[config.mk]
export PLATFORM = sky130hd
export DESIGN_NAME = ntt_butterfly_pipe_flat
export DESIGN_NICKNAME = d
export VERILOG_FILES = /design/src/rtl/ntt_butterfly_pipe_pkg.sv /design/src/rtl/ntt_butterfly_pipe_if.sv /design/src/rtl/mod_mult_barrett.sv /design/src/rtl/ntt_butterfly_pipe.sv /design/src/flat_wrapper.sv
export SDC_FILE = /design/constraint.sdc
export NUM_CORES = 1
export LEC_CHECK = 0
export CAP_MARGIN = 0
export CORE_ASPECT_RATIO = 1.5
export CORE_UTILIZATION = 65
export DETAILED_ROUTE_END_ITERATION = 8
export PLACE_DENSITY = 0.83
export SYNTH_ARGS = -nofsm -noshare
export SYNTH_HDL_FRONTEND = slang
export SYNTH_SLANG_ARGS = --single-unit
[constraint.sdc]
create_clock -name clk -period 12.32 [get_ports clk]
set_input_delay 1.848 -clock clk [delete_from_list [all_inputs] [get_ports clk]]
set_output_delay 1.848 -clock clk [all_outputs]
set_load 0.05 [all_outputs]
[src/rtl/ntt_butterfly_pipe_pkg.sv]
// ---------------------------------------------------------------------------
// ntt_pkg -- shared constants and types for the NTT butterfly pipeline.
//   WIDTH_DEF / Q_DEF : default coefficient width and prime modulus
//   K_DEF / M_DEF     : Barrett constants for the defaults (k = 2*WIDTH,
//                       m = floor(2^k / Q))
//   LAT               : register stages from operand accept to result
//   mode_e            : butterfly flavour carried alongside each operand set
//   barrett_m()       : elaboration-time floor(2^k / q) by long division, so
//                       non-default parameterisations get their own constant
// ---------------------------------------------------------------------------
package ntt_pkg;

    localparam int WIDTH_DEF = 14;
    localparam int Q_DEF     = 7681;
    localparam int LAT       = 3;

    typedef enum logic {
        MODE_CT = 1'b0,   // Cooley-Tukey, forward transform
        MODE_GS = 1'b1    // Gentleman-Sande, inverse transform
    } mode_e;

    // Restoring long division of 2^k by q, one quotient bit per step.
    function automatic logic [63:0] barrett_m(input int k, input int q);
        logic [64:0] rem;
        logic [63:0] quo;
        rem = '0;
        quo = '0;
        for (int i = 63; i >= 0; i--) begin
            rem = {rem[63:0], (i == k)};
            if (rem >= 65'(q)) begin
                rem    = rem - 65'(q);
                quo[i] = 1'b1;
            end
        end
        return quo;
    endfunction

    localparam int          K_DEF = 2 * WIDTH_DEF;
    localparam logic [63:0] M_DEF = barrett_m(K_DEF, Q_DEF);

endpackage

[src/rtl/ntt_butterfly_pipe_if.sv]
// ---------------------------------------------------------------------------
// ntt_butterfly_pipe_if -- valid/ready operand and result channels of the
// butterfly pipeline.
//   in_valid/in_ready    : operand handshake (mode, input_1, input_2, twiddle)
//   out_valid/out_ready  : result handshake (output_1, output_2)
//   master : producer/consumer side (testbench or upstream logic)
//   slave  : the butterfly pipeline
// ---------------------------------------------------------------------------
interface ntt_butterfly_pipe_if
    import ntt_pkg::*;
#(
    parameter int WIDTH = WIDTH_DEF
);
    logic             in_valid;
    logic             in_ready;
    logic             mode;
    logic [WIDTH-1:0] input_1;
    logic [WIDTH-1:0] input_2;
    logic [WIDTH-1:0] twiddle;
    logic             out_valid;
    logic             out_ready;
    logic [WIDTH-1:0] output_1;
    logic [WIDTH-1:0] output_2;

    modport master (
        output in_valid, mode, input_1, input_2, twiddle, out_ready,
        input  in_ready, out_valid, output_1, output_2
    );

    modport slave (
        input  in_valid, mode, input_1, input_2, twiddle, out_ready,
        output in_ready, out_valid, output_1, output_2
    );
endinterface

[src/rtl/mod_mult_barrett.sv]
// ---------------------------------------------------------------------------
// mod_mult_barrett -- two-stage modular multiplier, r = (a * b) mod Q.
//   clk  : rising-edge clock
//   en_i : per-stage load enables, [0] = product register, [1] = result
//   a_i  : multiplicand in [0,Q-1]
//   b_i  : multiplier in [0,Q-1]
//   r_o  : reduced product in [0,Q-1], registered
// Stage 1 registers the full 2*WIDTH product; stage 2 applies Barrett
// reduction. With m = floor(2^k/Q) and t < 2^k the quotient estimate is low
// by at most one, so the remainder is below 2Q and one conditional subtract
// finishes the reduction. Data registers carry no reset: the owner only
// loads them behind a valid bit.
// ---------------------------------------------------------------------------
module mod_mult_barrett
    import ntt_pkg::*;
#(
    parameter int WIDTH = WIDTH_DEF,
    parameter int Q     = Q_DEF
) (
    input  logic             clk,
    input  logic [1:0]       en_i,
    input  logic [WIDTH-1:0] a_i,
    input  logic [WIDTH-1:0] b_i,
    output logic [WIDTH-1:0] r_o
);
    localparam int          K   = 2 * WIDTH;
    localparam logic [63:0] M   = barrett_m(K, Q);
    localparam logic [K-1:0] M_K = M[K-1:0];
    localparam logic [K-1:0] Q_K = K'(Q);

    logic [K-1:0]     prod_d, prod_q;
    logic [2*K-1:0]   tm;
    logic [K-1:0]     qhat, qq, rem, rem_sub;
    logic [WIDTH-1:0] r_d, r_q;

    assign prod_d = {{WIDTH{1'b0}}, a_i} * {{WIDTH{1'b0}}, b_i};

    always_comb begin
        tm      = {{K{1'b0}}, prod_q} * {{K{1'b0}}, M_K};
        qhat    = tm[2*K-1:K];
        // Only the low bits matter: the true remainder is below 2Q.
        qq      = qhat * Q_K;
        rem     = prod_q - qq;
        rem_sub = rem - Q_K;
        r_d     = (rem >= Q_K) ? rem_sub[WIDTH-1:0] : rem[WIDTH-1:0];
    end

    always_ff @(posedge clk) begin
        if (en_i[0]) prod_q <= prod_d;
        if (en_i[1]) r_q    <= r_d;
    end

    assign r_o = r_q;

endmodule

[src/rtl/ntt_butterfly_pipe.sv]
// ---------------------------------------------------------------------------
// ntt_butterfly_pipe -- 3-stage pipelined NTT butterfly with valid/ready flow.
//   clk : rising-edge clock
//   rst : synchronous active-high reset, clears all stage valids and outputs
//   bus : operand/result channels (ntt_butterfly_pipe_if.slave)
// mode CT: out1 = a + b*w, out2 = a - b*w           (mod Q)
// mode GS: out1 = a + b,   out2 = (a - b)*w         (mod Q)
// S1 forms the multiplier operand (b, or a-b for GS) and the pass-through
// term (a, or a+b for GS) and registers the raw product; S2 Barrett-reduces
// it; S3 does the final add/sub and drives the outputs. Each stage advances
// when it is empty or its successor advances, so a full pipe still takes a
// new set in the same cycle the oldest one leaves.
// ---------------------------------------------------------------------------
module ntt_butterfly_pipe
    import ntt_pkg::*;
#(
    parameter int WIDTH = WIDTH_DEF,
    parameter int Q     = Q_DEF
) (
    input  logic clk,
    input  logic rst,
    ntt_butterfly_pipe_if.slave bus
);
    localparam logic [WIDTH:0] Q_W1 = (WIDTH+1)'(Q);

    function automatic logic [WIDTH-1:0] add_mod(input logic [WIDTH-1:0] x,
                                                 input logic [WIDTH-1:0] y);
        logic [WIDTH:0] s;
        s = {1'b0, x} + {1'b0, y};
        if (s >= Q_W1) s = s - Q_W1;
        return s[WIDTH-1:0];
    endfunction

    function automatic logic [WIDTH-1:0] sub_mod(input logic [WIDTH-1:0] x,
                                                 input logic [WIDTH-1:0] y);
        logic [WIDTH:0] d;
        d = {1'b0, x} - {1'b0, y};
        if (d[WIDTH]) d = d + Q_W1;   // borrow
        return d[WIDTH-1:0];
    endfunction

    logic [LAT-1:0]   vld_q, vld_d;
    logic             adv1, adv2, adv3;
    logic             ld1, ld2, ld3;
    mode_e            md1_d, md1_q, md2_q;
    logic [WIDTH-1:0] car1_d, car1_q, car2_q;
    logic [WIDTH-1:0] sum_s1, dif_s1, mul_a, prod_r;
    logic [WIDTH-1:0] out1_d, out1_q, out2_d, out2_q;

    // Backpressure ripples from the output towards the input.
    assign adv3 = bus.out_ready || !vld_q[2];
    assign adv2 = adv3 || !vld_q[1];
    assign adv1 = adv2 || !vld_q[0];

    assign ld1 = adv1 && bus.in_valid;
    assign ld2 = adv2 && vld_q[0];
    assign ld3 = adv3 && vld_q[1];

    always_comb begin
        vld_d = vld_q;
        if (adv1) vld_d[0] = bus.in_valid;
        if (adv2) vld_d[1] = vld_q[0];
        if (adv3) vld_d[2] = vld_q[1];
    end

    // S1: pre-add/sub and operand select for the multiplier.
    always_comb begin
        sum_s1 = add_mod(bus.input_1, bus.input_2);
        dif_s1 = sub_mod(bus.input_1, bus.input_2);
        md1_d  = mode_e'(bus.mode);
        if (md1_d == MODE_GS) begin
            mul_a  = dif_s1;
            car1_d = sum_s1;
        end else begin
            mul_a  = bus.input_2;
            car1_d = bus.input_1;
        end
    end

    mod_mult_barrett #(
        .WIDTH (WIDTH),
        .Q     (Q)
    ) u_mult (
        .clk  (clk),
        .en_i ({ld2, ld1}),
        .a_i  (mul_a),
        .b_i  (bus.twiddle),
        .r_o  (prod_r)
    );

    // S3: final combine; GS already has both results ready.
    always_comb begin
        if (md2_q == MODE_GS) begin
            out1_d = car2_q;
            out2_d = prod_r;
        end else begin
            out1_d = add_mod(car2_q, prod_r);
            out2_d = sub_mod(car2_q, prod_r);
        end
    end

    always_ff @(posedge clk) begin
        if (rst) begin
            vld_q  <= '0;
            out1_q <= '0;
            out2_q <= '0;
        end else begin
            vld_q <= vld_d;
            if (ld3) begin
                out1_q <= out1_d;
                out2_q <= out2_d;
            end
        end
    end

    // Side-band data only moves behind a valid bit, so it needs no reset.
    always_ff @(posedge clk) begin
        if (ld1) begin
            md1_q  <= md1_d;
            car1_q <= car1_d;
        end
        if (ld2) begin
            md2_q  <= md1_q;
            car2_q <= car1_q;
        end
    end

    // Held low during reset so nothing appears accepted that is discarded.
    assign bus.in_ready  = adv1 && !rst;
    assign bus.out_valid = vld_q[2];
    assign bus.output_1  = out1_q;
    assign bus.output_2  = out2_q;

endmodule

[src/flat_wrapper.sv]
// flat-port wrapper written by rule: the top's interface ports become plain ports
module ntt_butterfly_pipe_flat import ntt_pkg::*;
#(
    parameter int WIDTH = WIDTH_DEF,
    parameter int Q     = Q_DEF
)
  (clk, rst, bus_in_valid, bus_mode, bus_input_1, bus_input_2, bus_twiddle, bus_out_ready, bus_in_ready, bus_out_valid, bus_output_1, bus_output_2);
  ntt_butterfly_pipe_if #(.WIDTH(WIDTH)) bus_i ();
  input  logic clk;
  input  logic rst;
  input wire logic [$bits(bus_i.in_valid)-1:0] bus_in_valid;
  input wire logic [$bits(bus_i.mode)-1:0] bus_mode;
  input wire logic [$bits(bus_i.input_1)-1:0] bus_input_1;
  input wire logic [$bits(bus_i.input_2)-1:0] bus_input_2;
  input wire logic [$bits(bus_i.twiddle)-1:0] bus_twiddle;
  input wire logic [$bits(bus_i.out_ready)-1:0] bus_out_ready;
  output wire logic [$bits(bus_i.in_ready)-1:0] bus_in_ready;
  output wire logic [$bits(bus_i.out_valid)-1:0] bus_out_valid;
  output wire logic [$bits(bus_i.output_1)-1:0] bus_output_1;
  output wire logic [$bits(bus_i.output_2)-1:0] bus_output_2;
  assign bus_i.in_valid = bus_in_valid;
  assign bus_i.mode = bus_mode;
  assign bus_i.input_1 = bus_input_1;
  assign bus_i.input_2 = bus_input_2;
  assign bus_i.twiddle = bus_twiddle;
  assign bus_i.out_ready = bus_out_ready;
  assign bus_in_ready = bus_i.in_ready;
  assign bus_out_valid = bus_i.out_valid;
  assign bus_output_1 = bus_i.output_1;
  assign bus_output_2 = bus_i.output_2;
  ntt_butterfly_pipe #(.WIDTH(WIDTH), .Q(Q)) u_core (.clk(clk), .rst(rst), .bus(bus_i));
endmodule
# Word-level counts from Yosys, hierarchy flattened
# Cells that the tools add are included.
totals:
  ff_bits: 103
  inputBits: 47
  out_inout_bits: 30
  elab_cells: 47
op_classes:
  add_sub_neg: 10
  multipliers: 3
  n_lt_le_gt_ge: 3
  mux: 9
  reduce_logical: 11
ops:
  columns: ["operator", "n"]
  rows:
  - ["two-way mux 14 bit", 9]
  - ["multiplier 28 x 16 -> 44 bit (second input constant)", 1]
  - ["subtractor 14 x 13 -> 14 bit (second input constant)", 3]
  - ["adder 14 x 14 -> 15 bit", 2]
  - [">= comparator 15 x 13 -> 1 bit (second input constant)", 2]
  - ["subtractor 14 x 14 -> 15 bit", 2]
  - ["adder 14 x 13 -> 14 bit (second input constant)", 2]
  - [">= comparator 28 x 13 -> 1 bit (second input constant)", 1]
  - ["multiplier 14 x 14 -> 28 bit", 1]
  - ["multiplier 16 x 13 -> 28 bit (second input constant)", 1]
  - ["subtractor 28 bit", 1]
  - ["logical AND 1 bit", 4]
  - ["zero test 1 bit", 4]
  - ["logical OR 1 bit", 3]

# Longest topological paths before layout
# Gate-level depths: netlist of the first run.
depth:
  depth_word: 5
  depth_mapped: 46
  mapped_depth_nobuf: 43

# By module
# From an unflattened synthesis of the first run, not the netlist that was laid out.
hier_totals:
  cells_unflattened: 2636
  area_unflattened_um2: 23113.4
modules_own_cells:
  columns: ["mod", "instances", "cells_per_inst", "area_per_inst_um2", "seq_area_each_um2"]
  rows:
  - ["mod_mult_barrett", 1, 1723, 16104.2, 1261.2]
  - ["ntt_butterfly_pipe", 1, 913, 7009.2, 1521.5]

# Worst setup path before layout of the first run
# No wires, ideal clock.
synth_path:
  path_type: "register -> register"
  start: "register u_core.u_mult.prod_q[13]"
  end: "register u_core.u_mult.r_q[2], in the netlist u_core.u_mult.r_o[2] (data pin)"
  setup_time_ns: 0.270
  arrival_ns: 10.841
  t_required_ns: 12.050
  setup_slack_ns: 1.209
  path_stages_with_launch: 42
  path_buffers: 3
  synth_period_minus_slack_ns: 11.111
  cell_sequence: "edfxtp_1 > ha_1 > fa_1 > fa_1 > fa_1 > ha_1 > ha_1 > a21o_1 > a21o_1 > a21o_1 > a21o_1 > a21o_1 > a21o_1 > a31o_2 > o2111ai_1 > a21oi_1 > nand3b_1 > a31o_2 > [6 not listed] > fa_1 > inv_1 > ha_1 > clkbuf_1 > a21o_1 > a21oi_1 > nand2_1 > a21oi_1 > o211ai_1 > or3_1 > nor4_1 > o311ai_0 > a2111o_1 > or3_1 > buf_6 > buf_2 > a211oi_2 > o211ai_1"
synth_between:
  elab_chain_len: 5
  elab_cells_between_ends: 6
  classes_between: "2 x add/sub; 2 x mul; 1 x order compare; 1 x mux"
synth_rtl:
  columns: ["element", "line", "source"]
  rows:
  - ["start, declared", "mod_mult_barrett.sv:31", "logic [K-1:0] prod_d, prod_q;"]
  - ["start signal, assigned", "mod_mult_barrett.sv:49", "if (en_i[0]) prod_q <= prod_d;"]
  - ["multiplier 28 x 16 -> 44 bit", "mod_mult_barrett.sv:39", "tm = {{K{1'b0}}, prod_q} * {{K{1'b0}}, M_K};"]
  - ["multiplier 16 x 13 -> 28 bit", "mod_mult_barrett.sv:42", "qq = qhat * Q_K;"]
  - ["subtractor 28 bit *", "mod_mult_barrett.sv:43", "rem = prod_q - qq;"]
  - [">= comparator 28 x 13 -> 1 bit or subtractor 14 x 13 -> 14 bit (tied branches)", "mod_mult_barrett.sv:45, mod_mult_barrett.sv:44", null]
  - ["two-way mux 14 bit *", "mod_mult_barrett.sv:45", "r_d = (rem >= Q_K) ? rem_sub[WIDTH-1:0] : rem[WIDTH-1:0];"]
  - ["net u_core.u_mult.r_d[2]", "mod_mult_barrett.sv:34", "logic [WIDTH-1:0] r_d, r_q;"]
  - ["end signal, assigned", "mod_mult_barrett.sv:50", "if (en_i[1]) r_q <= r_d;"]
  - ["end, declared", "mod_mult_barrett.sv:34", null]
# Mark *: on every way through the listed nets, which the timed path passes. The rest lies on a longest branch.
# A chain may end at the register's enable or synchronous reset.

# Worst setup path after layout of the first run
layout_path:
  start: "register u_core.u_mult.prod_q[14]"
  end: "register u_core.u_mult.r_q[2], in the netlist u_core.u_mult.r_o[2] (data pin)"
# Same word-level chain as after synthesis.

==> out/qor.yml, run 1 <==
nNetsFinal: 3286
layoutNonFillerInstCount: 3027
synth-async-reset-ratio_pct: 0
period_share_pct: 95.7
yosys_register_bits: 103
die_h_um: 230
worstPathArrival_ns: 11.99
cp-end-kind: "register"
cts.clk_slew.worst_paths_ns: 0.08
status: "completed"
required_ns: 12.52
rows: 83
grt_pass1_vias: 19400
core_um2: 34200
syn_inst: 2550
hold_viol_final: 0
cp_slowest_cell: "edfxtp_1"
grt_usage_pct: 33.7
cts_sinks: 103
synth_nets: 3239
timing.fmax_mhz: 84.8
overflow: 0
antenna_cells: 0
dr.pass1.iters: 5
clk_path_buf_depth: 2
ys_warn_count: 0
cpMostUsedCell: "ha_1"
hold_path_class: "register to register"
slew_headroom_pct: 20.8
fp.dieArea_um2: 35400
clk_latency_ns: 0.37
rsz0062_at_grt: "no"
vias: 18700
place.gp.congestion: 0.972
synth.avg_cell_area_um2: 8.84
synth_edf_count: 72
placed_cells: 3009
grt_pass1_wl_um: 94100
cts_made_buffers: 9
antenna_left: 0
fillers: 2598
ioPinCount: 77
max_stage_delay_ns: 0.59
synth-main-ff-cell: "edfxtp_1"
setup_viol: 0
die_x_um: 154
wl_per_cell_um: 19.2
drv_slew: 0
cp-start-kind: "register"
tightest_slew_ns: 1.18
maxCapViolations: 0
yosysUniqueCellTypes: 86
cts_tree: "done"
yosysSeqAreaShare_pct: 12.3
dpl.hpwl_um: 48700
crit_type: "register to register"
drc: 0
fin_setup_tns_ns: 0
routed_via_density: 6.17
ctsHoldBuffers: 0
drive_above_1_share_pct: 4.23
start_util_pct: 66.0
antenna_found_initial: 0
root_buffer: "clkbuf_16"
syn_area_um2: 22500
skew_ns: 0.0113
area_delta_synth_final_pct: 7.42
path_max_fanout: 19
routed_wl_um: 58200
hold-worst-slack_ns: 0.423
drtIter0Drc: 1064
period_minus_slack_ns: 11.79
grt_max_degree: 59
io_buffers: 76
htreeDepth: 3
[synth_stat cells, drive strengths merged, types with 16 or more instances]
| master | number | share of area, % |
|---|---|---|
| dfxtp | 31 | 2.8 |
| o211ai | 17 | 0.57 |
| inv | 405 | 6.7 |
| clkbuf | 70 | 1.2 |
| o21a | 23 | 0.77 |
| fa | 247 | 22 |
| ha | 395 | 22 |
| nor2 | 123 | 2.1 |
| nor2b | 18 | 0.50 |
| a21oi | 133 | 3.0 |
| nand3 | 62 | 1.4 |
| a211oi | 23 | 0.81 |
| and2 | 74 | 2.1 |
| nand2b | 23 | 0.64 |
| nor3 | 52 | 1.2 |
| edfxtp | 72 | 9.6 |
| or3 | 26 | 0.74 |
| o21ai | 74 | 1.6 |
| a21o | 43 | 1.4 |
| nand4 | 19 | 0.53 |
| nand2 | 215 | 3.6 |
| and3 | 43 | 1.2 |
| xnor2 | 88 | 3.4 |
| xor2 | 58 | 2.3 |
| a31oi | 16 | 0.44 |
[logic make-up after synthesis]
| logic type | synth area share [%] |
|---|---|
| muxes | 0.949 |
| AOI/OAI and AO/OA | 13.3 |
| adders and majority gates | 43.9 |
| buffers and inverters | 8.09 |
| DFF | 12.3 |
| xor gates and xnor gates | 5.67 |
| and+or+nand+nor | 15.8 |
[critical path: cells and delay by family (launching register included)]
family / cells / cell delay, ns
compound gates: 16 / 3.25
xor+xnor: 1 / 0.17
fa+ha+maj: 13 / 5.45
buf+inv: 1 / 0.04
flops: 1 / 0.59
simple gates: 7 / 2.12
[sequential cells by signal, indices dropped and copies added (netlist names)]
signal,flops
u_core.md2_q,1
u_core.car1_q,14
u_core.u_mult.prod_q,28
u_core.car2_q,14
u_core.md1_q,1
u_core.u_mult.r_o,14
u_core.bus.output_2,14
u_core.bus.output_1,14
u_core.vld_q,3
[worst paths after layout]
path | cells after the start | from | slack (ns) | to
worst max-delay path | 38 | u_core.u_mult.prod_q[14]$_DFFE_PP_ | 0.53 | u_core.u_mult.r_o[2]$_DFFE_PP_
worst min-delay path | 0 | u_core.car1_q[7]$_DFFE_PP_ | 0.42 | u_core.car2_q[7]$_DFFE_PP_
worst max register to register | 38 | u_core.u_mult.prod_q[14]$_DFFE_PP_ | 0.53 | u_core.u_mult.r_o[2]$_DFFE_PP_
worst min register to register | 0 | u_core.car1_q[7]$_DFFE_PP_ | 0.42 | u_core.car2_q[7]$_DFFE_PP_
[stage by stage]
stage	utilization [%]	worst slack [ns]	instance area [um^2]
after floorplan	-	1.21	22500
after global placement	69.7	0.572	23800
after detailed placement	69.7	0.104	23800
after CTS	70.6	0.0535	24100
after global routing	70.9	0.0215	24200
final	70.9	0.528	24200
[cells in the final DEF (no fill, tap or decap), types with 7 or more instances in the layout]
cell type	synthesis	final
a21boi_0	9	8
mux2i_1	9	9
fa_1	247	247
nand3_1	62	62
nor3_1	50	50
and4_1	7	7
a21oi_1	133	132
nor2b_1	18	17
o21bai_1	11	11
o211ai_1	17	17
o311ai_0	7	7
inv_1	405	405
a31oi_1	16	16
and2_1	73	73
a211oi_1	21	21
nand2b_1	23	23
o21a_1	23	23
and3_1	43	43
nand2_1	215	215
a21o_1	43	43
nor2_1	122	121
or2_2	10	10
edfxtp_1	72	72
ha_1	395	395
xor2_1	58	56
buf_4	0	37
nand4_1	19	19
mux2_2	11	11
dfxtp_1	31	31
o22ai_1	11	11
xnor2_1	88	85
or3_1	25	24
nor4_1	14	13
o21ai_0	73	73
clkbuf_16	0	9
clkdlybuf4s50_1	0	75
[routing by layer]
| layer | up-vias | GRT usage, % | wire length (um) |
|---|---|---|---|
| met4 | 0 | 21.9 | 4050 |
| met5 | - | 0 | 0 |
| met2 | 647 | 63.1 | 30500 |
| met1 | 9078 | 35.6 | 21000 |
| li1 | 8729 | - | - |
| met3 | 228 | 3.62 | 2650 |
[repair_timing]
action	CTS	global route
buffers inserted	0	2
setup endpoints to repair	0	14
resized for setup	0	13
hold endpoints to repair	0	0
[cell type report]
type	instances	area, um^2	area share [%]
Multi-Input combinational cell	1964	18000	74.4
Sequential cell	103	2780	11.5
Inverter	406	1520	6.29
Timing Repair Buffer	113	1030	4.27
Tap cell	425	532	2.20
Clock buffer	9	225	0.930
Clock inverter	7	90.1	0.372
Power of run 1 is not shown: default switching activity piles up to over one toggle a cycle in this logic, so the estimate is an artifact.
==> run 2: changes to the inputs <==
Settings changed: CORE_UTILIZATION 65 to 30, CTS_CLUSTER_SIZE from default to 8, PLACE_DENSITY 0.83 to 0.44, SKIP_LAST_GASP from default to 1.
==> out/qor.yml, run 2 (synthesized netlist as in run 1, its figures left out) <==
root_buffer: "clkbuf_16"  # unchanged
fin_setup_tns_ns: 0  # unchanged
clk_latency_ns: 0.37  # about the same
grt_usage_pct: 17.6  # was 33.7%
rr_endpoint: "u_core.u_mult.r_o[2]$_DFFE_PP_"  # unchanged
wl_per_cell_um: 18.0  # was 19.2 um
largest_reg_flops: 28  # unchanged
cts_sinks: 103  # unchanged
r2r-start: "u_core.u_mult.prod_q[9]$_DFFE_PP_"  # was u_core.u_mult.prod_q[14]$_DFFE_PP_
overflow: 0  # unchanged
drc: 0  # unchanged
slew_headroom_pct: 46.4  # was 20.8%
grt_pass1_wl_um: 104000  # was 94100 um
drive_above_1_share_pct: 4.82  # was 4.23%
cp-endpoint: "u_core.u_mult.r_o[2]$_DFFE_PP_"  # unchanged
path_max_fanout: 19  # unchanged
drtIter0Drc: 739  # was 1064
vias: 17900  # was 18700
hold-worst-slack_ns: 0.420  # was 0.423 ns
place.gp.congestion: 0.859  # was 0.972
skew_ns: 0.00697  # was 0.0113 ns
area_delta_synth_final_pct: 10.8  # was 7.42%
htreeDepth: 3  # unchanged
max_stage_delay_ns: 0.55  # was 0.59 ns
period_minus_slack_ns: 11.73  # was 11.79 ns
rows: 122  # was 83
rsz0062_at_grt: "no"  # unchanged
grt_pass1_vias: 19200  # was 19400
dpl.hpwl_um: 55900  # was 48700 um
worstPathArrival_ns: 11.93  # was 11.99 ns
ff2ff_path_depth: 38  # unchanged
cts.clk_slew.worst_paths_ns: 0.08  # about the same
tightest_slew_ns: 0.801  # was 1.18 ns
cts_made_buffers: 9  # unchanged
crit_type: "register to register"  # unchanged
final_common_cell: "inv_1"  # unchanged
timing.fmax_mhz: 85.3  # was 84.8 MHz
setup_viol: 0  # unchanged
cp_slowest_cell: "fa_1"  # was edfxtp_1
fp.dieArea_um2: 76300  # was 35400 um^2
io_buffers: 76  # unchanged
die_x_um: 226  # was 154 um
clk_path_buf_depth: 2  # unchanged
drv_slew: 0  # unchanged
die_h_um: 338  # was 230 um
routed_via_density: 4.95  # was 6.17
period_share_pct: 95.2  # was 95.7%
dr.pass1.iters: 5  # unchanged
maxCapViolations: 0  # unchanged
grt_max_degree: 44  # was 59
required_ns: 12.52  # about the same
r2r_setup_slack_ns: 0.59  # was 0.53 ns
regMostFlops: "u_core.u_mult.prod_q"  # unchanged
hold_viol_final: 0  # unchanged
routed_wl_um: 65000  # was 58200 um
cp-end-kind: "register"  # unchanged
start_util_pct: 30.4  # was 66.0%
cts_tree: "done"  # unchanged
cp-start-kind: "register"  # unchanged
ioPinCount: 77  # unchanged
core_um2: 74000  # was 34200 um^2
hold_path_class: "register to register"  # unchanged
startpoint: "u_core.u_mult.prod_q[9]$_DFFE_PP_"  # was u_core.u_mult.prod_q[14]$_DFFE_PP_
antenna_found_initial: 4  # was 0
antenna_left: 0  # unchanged
layout_common_cells: "inv_1, ha_1, fa_1"  # unchanged
nNetsFinal: 3299  # was 3286
fillers: 7719  # was 2598
status: "completed"  # unchanged
## run 2: cell count changes in the layout (fill, tap and decap cells not counted), sizes merged
cell      delta
clkinv       -1
bufinv       -1
buf         +13
clkinvlp     +2
diode        +1
## run 2: what timing repair did
item / 4_1_cts / 5_1_grt
hold buffers: 0 / 0
setup buffers: 0 / 7
endpoints found under the setup margin: 0 / 14
resized for setup: 0 / 14
## run 2: critical path, delay by kind of cell (launching register included)
kind	cells	cell delay (ns)
adder cells (fa/ha/maj)	13	5.29
flip-flops	1	0.46
AO/OA/AOI/OAI	17	3.56
XOR/XNOR	1	0.31
buffers and inverters	1	0.04
AND/OR/NAND/NOR	6	1.88
## run 2: final cells by class
cell class              instances  area [um^2]  area share [%]
clock buffers                   9          225           0.901
multi-input cells            1964        18000            72.1
repair buffers                126         1130            4.53
flip-flops and latches        103         2780            11.1
clock inverters                 7         55.1           0.220
inverters                     406         1520            6.10
diodes                          1         2.50          0.0100
well taps                     992         1240            4.97
## run 2: worst min-delay path by stage
stage / from / endpoint / slack [ns] / cells past startpoint
final: u_core.car1_q[11]$_DFFE_PP_ / u_core.car2_q[11]$_DFFE_PP_ / 0.42 / 0
after global routing: u_core.car1_q[11]$_DFFE_PP_ / u_core.car2_q[11]$_DFFE_PP_ / 0.42 / 0
after CTS: u_core.car1_q[11]$_DFFE_PP_ / u_core.car2_q[11]$_DFFE_PP_ / 0.42 / 0
after detailed placement: u_core.car1_q[4]$_DFFE_PP_ / u_core.car2_q[4]$_DFFE_PP_ / 0.40 / 0
after global placement: u_core.car1_q[7]$_DFFE_PP_ / u_core.car2_q[7]$_DFFE_PP_ / 0.40 / 0
after floorplan: u_core.car1_q[0]$_DFFE_PP_ / u_core.car2_q[0]$_DFFE_PP_ / 0.40 / 0
## run 2: stage by stage
stage	std cells	utilization (%)	setup slack, ns	instance area [um^2]
2_1_floorplan	2550	-	1.21	22500
3_3_place_gp	3584	33.2	0.284	24600
3_5_place_dp	3584	33.2	0.0684	24600
4_1_cts	3600	33.6	0.0270	24900
5_1_grt	3608	33.8	0.0200	25000
6_report	3608	33.8	0.595	25000
## run 2: layer usage
metal	global-route usage [%]	up-vias	wire length [um]
li1	-	8752	-
met1	18.6	8712	24800
met2	35.8	301	36800
met3	1.58	84	1610
met4	5.17	6	1790
met5	0	-	39
Power of run 2 is left out for the same reason.
